--- config.mk ---
export PLATFORM = sky130hd
export DESIGN_NAME = prog_loader
export DESIGN_NICKNAME = d
export VERILOG_FILES = /design/src/rtl/prog_loader.sv
export SDC_FILE = /design/constraint.sdc
export NUM_CORES = 1
export LEC_CHECK = 0
export CAP_MARGIN = 20
export CORE_UTILIZATION = 50
export DETAILED_ROUTE_END_ITERATION = 8
export HOLD_SLACK_MARGIN = 0.02
export PLACE_DENSITY = 0.75
export SYNTH_ARGS = -nofsm -noshare
export SYNTH_HDL_FRONTEND = slang
export SYNTH_SLANG_ARGS = --single-unit
--- constraint.sdc ---
create_clock -name clk -period 2 [get_ports clk]
set_input_delay 0.4 -clock clk [delete_from_list [all_inputs] [get_ports clk]]
set_output_delay 0.4 -clock clk [all_outputs]
set_load 0.02 [all_outputs]
--- src/rtl/prog_loader.sv ---
// Boot-time program loader: receives a framed byte stream (length, payload,
// checksum), writes the payload into memory and holds the CPU in reset until a frame loads cleanly.
module prog_loader #(
  parameter int AWIDTH     = 5,
  parameter int DWIDTH     = 8,
  parameter int START_ADDR = 0
) (
  input  logic              clk,
  input  logic              rst,
  input  logic              s_valid,
  input  logic [DWIDTH-1:0] s_data,
  output logic              s_ready,
  input  logic              reload,
  output logic              mem_wr,
  output logic [AWIDTH-1:0] mem_addr,
  output logic [DWIDTH-1:0] mem_data,
  output logic              cpu_rst,
  output logic              done,
  output logic [1:0]        err_code
);

  // Length/count width must hold both a full stream byte and the capacity value itself.
  localparam int CW = (DWIDTH > AWIDTH + 1) ? DWIDTH : AWIDTH + 1;
  localparam logic [CW-1:0]     CAPACITY = CW'(2 ** AWIDTH);
  localparam logic [AWIDTH-1:0] START    = AWIDTH'(START_ADDR);

  typedef enum logic [2:0] {
    S_IDLE,
    S_LOAD,
    S_CHECK,
    S_RUN,
    S_ERR
  } state_t;

  state_t              state_reg,    state_next;
  logic [CW-1:0]       len_reg,      len_next;
  logic [CW-1:0]       count_reg,    count_next;
  logic [DWIDTH-1:0]   sum_reg,      sum_next;
  logic [AWIDTH-1:0]   addr_reg,     addr_next;
  logic                mem_wr_reg,   mem_wr_next;
  logic [AWIDTH-1:0]   mem_addr_reg, mem_addr_next;
  logic [DWIDTH-1:0]   mem_data_reg, mem_data_next;
  logic                cpu_rst_reg,  cpu_rst_next;
  logic                done_reg,     done_next;
  logic [1:0]          err_code_reg, err_code_next;

  logic                ready_state;
  logic                accept;
  logic [CW-1:0]       data_ext;
  logic                bad_len;

  assign ready_state = (state_reg == S_IDLE) || (state_reg == S_LOAD) || (state_reg == S_CHECK);
  // Nothing is taken while reset or reload is asserted, so a restart never eats a byte.
  assign s_ready  = ready_state && !rst && !reload;
  assign accept   = s_valid && s_ready;
  assign data_ext = CW'(s_data);
  assign bad_len  = (data_ext == '0) || (data_ext > CAPACITY);

  always_ff @(posedge clk or posedge rst) begin
    if (rst) begin
      state_reg    <= S_IDLE;
      len_reg      <= '0;
      count_reg    <= '0;
      sum_reg      <= '0;
      addr_reg     <= START;
      mem_wr_reg   <= 1'b0;
      mem_addr_reg <= START;
      mem_data_reg <= '0;
      cpu_rst_reg  <= 1'b1;
      done_reg     <= 1'b0;
      err_code_reg <= 2'd0;
    end else begin
      state_reg    <= state_next;
      len_reg      <= len_next;
      count_reg    <= count_next;
      sum_reg      <= sum_next;
      addr_reg     <= addr_next;
      mem_wr_reg   <= mem_wr_next;
      mem_addr_reg <= mem_addr_next;
      mem_data_reg <= mem_data_next;
      cpu_rst_reg  <= cpu_rst_next;
      done_reg     <= done_next;
      err_code_reg <= err_code_next;
    end
  end

  always_comb begin
    state_next    = state_reg;
    len_next      = len_reg;
    count_next    = count_reg;
    sum_next      = sum_reg;
    addr_next     = addr_reg;
    mem_wr_next   = 1'b0;
    mem_addr_next = mem_addr_reg;
    mem_data_next = mem_data_reg;
    err_code_next = err_code_reg;

    unique case (state_reg)
      S_IDLE: begin
        if (accept) begin
          if (bad_len) begin
            state_next    = S_ERR;
            err_code_next = 2'd1;
          end else begin
            len_next   = data_ext;
            count_next = '0;
            sum_next   = '0;
            addr_next  = START;
            state_next = S_LOAD;
          end
        end
      end
      S_LOAD: begin
        if (accept) begin
          // Write goes out registered, one cycle after the byte is taken.
          mem_wr_next   = 1'b1;
          mem_addr_next = addr_reg;
          mem_data_next = s_data;
          sum_next      = sum_reg + s_data;
          count_next    = count_reg + CW'(1);
          addr_next     = addr_reg + AWIDTH'(1);
          if (count_reg + CW'(1) == len_reg) begin
            state_next = S_CHECK;
          end
        end
      end
      S_CHECK: begin
        if (accept) begin
          if (s_data == sum_reg) begin
            state_next = S_RUN;
          end else begin
            state_next    = S_ERR;
            err_code_next = 2'd2;
          end
        end
      end
      S_RUN, S_ERR: begin
      end
      default: begin
        state_next = S_IDLE;
      end
    endcase

    if (reload) begin
      state_next    = S_IDLE;
      count_next    = '0;
      sum_next      = '0;
      err_code_next = 2'd0;
    end

    // Registered from the next state so they track RUN exactly, with no stale cycle after leaving it.
    cpu_rst_next = (state_next != S_RUN);
    done_next    = (state_next == S_RUN);
  end

  assign mem_wr   = mem_wr_reg;
  assign mem_addr = mem_addr_reg;
  assign mem_data = mem_data_reg;
  assign cpu_rst  = cpu_rst_reg;
  assign done     = done_reg;
  assign err_code = err_code_reg;

endmodule

After elaboration in Yosys (flattened, before gate mapping)
Cells that the tools add are included.
Widths: inputs -> output; s select.
{ "classes": {"bitwise": 1, "n_reduce_logical": 19, "n_eq_ne": 17, "n_lt_le_gt_ge": 1, "mux": 28, "n_addsub": 3} }
{ "op_table": {"columns": ["cell", "n"], "rows": [
  ["$mux 8", 6],
  ["$pmux 8 s2", 2],
  ["$mux 3", 7],
  ["$ne 3x3->1 const B", 6],
  ["$eq 8x8->1", 2],
  ["$mux 5", 3],
  ["$pmux 3 s4", 1],
  ["$mux 2", 5],
  ["$pmux 5 s2", 1],
  ["$eq 3x2->1 const B", 3],
  ["$add 8x1->8 const B", 1],
  ["$add 8x8->8", 1],
  ["$gt 8x6->1 const B", 1],
  ["$logic_not 8->1", 1],
  ["$reduce_and 4->1", 2],
  ["$ne 2x2->1 const B", 3],
  ["$reduce_bool 3->1", 2],
  ["$add 5x1->5 const B", 1],
  ["$reduce_and 5->1", 1],
  ["$pmux 2 s2", 1],
  ["$eq 3x1->1 const B", 1],
  ["$eq 3x3->1 const B", 1],
  ["$logic_and 1x1->1", 3],
  ["$logic_not 3->1", 1],
  ["other kinds (9)", 13]
]} }
{ "word_totals": {"elab_cells": 80, "inputBits": 12, "reg_bits": 50} }

Longest topological paths before layout
{ "logic_depth": {"ltp_word": 10, "ltp_mapped": 8} }

Worst setup path before layout
No wires, ideal clock.
{ "synth_timing": {"kind": "register to register", "startpoint": "register count_reg[0]", "endpoint": "register state_reg[0]", "path_stages_with_launch": 7, "synth_period_minus_slack_ps": 2130, "setup_ps": 120, "arrival_ps": 2010, "slack_ps": -130, "path_buffers": 0, "cell_sequence": "dfrtp_1 -> ha_1 -> xor3_1 -> a21oi_1 -> o221ai_1 -> or4_1 -> o211a_1"} }
{ "synth_between": {"elab_chain_len": 6} }
{ "synth_rtl": {"columns": ["element", "line_no", "rtl"], "rows": [
  ["from (decl)", "37", "logic [CW-1:0] count_reg, count_next;"],
  ["from (signal assigned)", "75", "count_reg <= count_next;"],
  ["$add 8x1->8", "122", "if (count_reg + CW'(1) == len_reg) begin"],
  ["$eq 8x8->1", "122", null],
  ["$mux 3", "122", null],
  ["$mux 3", "114", "if (accept) begin"],
  ["$pmux 3 s4", "98", "unique case (state_reg)"],
  ["$mux 3", "144", "if (reload) begin"],
  ["named net state_next[0]", "35", "state_t state_reg, state_next;"],
  ["to (signal assigned)", "73", "state_reg <= state_next;"],
  ["to (decl)", "35", null]
]} }
The timed path passes the listed nets, and every way through them passes these cells.
A chain may end at the register's enable or synchronous reset.

Worst setup path in the final report
{ "layout_timing": {"startpoint": "register count_reg[4]", "endpoint": "register state_reg[0]"} }
The elaborated chain is that of the path after synthesis.

==> out/metrics.yaml <==
status: "complete, but fails checks"
violations: "setup timing"
synth_cells: 281
min_to: "mem_addr[4]"
clk_pin_slew_ps: 90
htree_levels: 2
clockBufferDepth: 2
critPathKind: "reg2reg"
antenna_found_initial: 0
finalCriticalPeriod_ps: 2073
power.density_nw_per_um2: 579.7
finalMaxSlewViolations: 0
ys_top_cells_by_count: "50 x nand2_1, 49 x dfrtp_1, 16 x nor2_1"
worst_setup_path_start_kind: "flip-flop"
skew_ps: 9.922
critPathArrivalTime_ps: 2270
grt_remaining_overflow: 0
first_pass_iters: 4
critical_path_peak_fanout: 8
clock-sinks: 50
worstHoldStart: "mem_addr[4]"
postSynth.asyncResetShare_pct: 100.0
routed_wl_um: 7094
final-setup-viol-count: 1
wire_per_inst_um: 16.23
n_antenna_cell: 0
maxCapViolCount: 0
hold_viol: 0
final_area_um2: 3740
ir_worst_vdd_mv: 0.3253
r2r.worst_path.cells: 5
die_area_um2: 5618
yosysTopAreaCellShare_pct: 46.07
crit_required_ps: 2200
synth_edf_count: 0
yosys-top-cells-area: "dfrtp_1 46%, nand2_1 7.1%, ha_1 4.2%"
dpl.hpwl_um: 4844
grt_pass1_wl_um: 11560
placed_area_um2: 3379
drive_gt1_share_pct: 28.61
grt_setup_unrepaired: "true"
slew_headroom_pct: 70.82
cts_made_buffers: 5
seq_area_frac_synth_pct: 47.06
die_h_um: 74.96
syn_area_um2: 2661
gp_congestion: 0.8711
reg2reg_from: "count_reg[4]"
setup_ws_ps: -73.06
ys_seq_elements: 50
clockRootBuffer: "clkbuf_8"
dieWidth_um: 74.96
synth_cell_type_count: 55
grt_start_max_net_pins: 34
rrSetupSlack_ps: -70
syn_avg_cell_area_um2: 9.471
tightest_slew_ps: 426.7
via_per_inst: 5.643
numPortBuffers: 30
core_area_um2: 5107
area_growth_syn_to_layout_pct: 40.53
drt_iter0_drc: 117
start_util_pct: 52.11
grt_pass1_vias: 2451
clkLatencyLatePin_ps: 310
row_count: 26
drcViolationCount: 0
ios: 31
endpoint_kind: "flip-flop"
hold_slack_ps: 485.0
finalCritPeriodShare_pct: 103.7
finalNonFillerCells: 437
place_ws_ps: -585.6
p_leak_nw: 1.764
grtUsageTotal_pct: 27.25
synth-warning-count: 0
synth_fp_nets: 303
nNetsFinal: 388
r2r_end: "state_reg[0]"
ant_nets: 0
total_power_mw: 2.168
min_path_type: "reg2reg"
vias: 2466
clock.fmax_mhz: 482.4
ys.flop_type: "dfrtp_1"
yosysTopAreaCell: "dfrtp_1"
dp.cells: 418
cts_tree: "built"
yosysMostFrequentCell: "nand2_1"
hold-path-cell-count: 2
layout make-up:
class	count	area, µm²
Multi-Input combinational cell	206	1474
Fill cell	389	1368
Sequential cell	50	1255
Timing Repair Buffer	89	754.5
Tap cell	70	87.58
Clock buffer	7	86.33
Inverter	14	52.55
Clock inverter	1	30.03
worst max path at each step:
stage                  from           end  slack, ps
3_3_place_gp      s_data[2]    len_reg[2]       -540
2_1_floorplan  count_reg[0]  state_reg[0]        -70
3_5_place_dp      s_data[2]    len_reg[2]       -590
4_1_cts        count_reg[0]  state_reg[0]        -60
5_1_grt           s_data[5]  state_reg[0]       -140
6_report       count_reg[4]  state_reg[0]        -70
where the power goes:
group	internal (mW)	leakage (nW)	switching (mW)	total, mW
Sequential	1.06	0.681	0.0381	1.10
Combinational	0.164	1.02	0.169	0.333
Clock	0.408	0.0585	0.331	0.739
Total	1.63	1.76	0.538	2.17
worst max-delay path: stages, from the launching register on:
cell,delay [ps]
dfrtp_2,470
and3_1,200
a211o_1,270
a211o_1,270
or4_4,530
o211a_1,220
cell families (layout without fill, tap and decap cells):
group / count (synthesis) / in the layout / synth area share (%)
AND/OR/NAND/NOR: 113 / 113 / 19.98
buffers and inverters: 25 / 111 / 3.761
AO/OA/AOI/OAI: 65 / 65 / 17.35
multiplexers: 4 / 4 / 1.692
XOR/XNOR: 14 / 14 / 5.172
flip-flops: 50 / 50 / 47.06
adder cells (fa/ha/maj): 10 / 10 / 4.984
what timing repair did:
item                       in CTS  in global routing
buffers inserted                6                  5
hold buffers                    0                  0
pin swaps                       7                  5
setup endpoints to repair      33                  8
resized for setup              34                 13
metrics by stage:
| step | setup TNS (ps) | util [%] |
|---|---|---|
| 2_1_floorplan | -72.58 | - |
| 3_3_place_gp | -15160 | 66.17 |
| 3_5_place_dp | -17170 | 66.17 |
| 4_1_cts | -56.74 | 71.26 |
| 5_1_grt | -224.7 | 73.22 |
| 6_report | -73.06 | 73.22 |
cells in the final DEF (no fill, tap or decap), types with 3 or more instances in the layout:
cell type	n
o21ai_1	3
a22o_1	7
a21oi_1	4
dlygate4sd2_1	5
inv_1	11
ha_1	3
nand4_1	4
a21oi_2	4
o21ai_0	9
o22ai_1	3
o211ai_1	4
nor2_1	16
and3_1	4
nand2_1	49
clkbuf_8	6
xor2_1	7
ha_4	4
and2_1	4
nand3_1	12
buf_4	56
mux2_2	4
nor3_1	4
or3_1	3
dfrtp_1	47
clkdlybuf4s50_1	23
xnor2_1	6
a31oi_1	7
a211o_1	4
layer usage:
metal / wire length (µm) / global-route usage (%) / vias to the layer above
met5: 0 / 0 / -
met4: 129 / 9.853 / 0
met2: 3610 / 45.45 / 74
li1: - / - / 1175
met3: 287 / 4.284 / 17
met1: 3066 / 36.10 / 1200
Note: power is estimated with default switching activity, not from simulation.
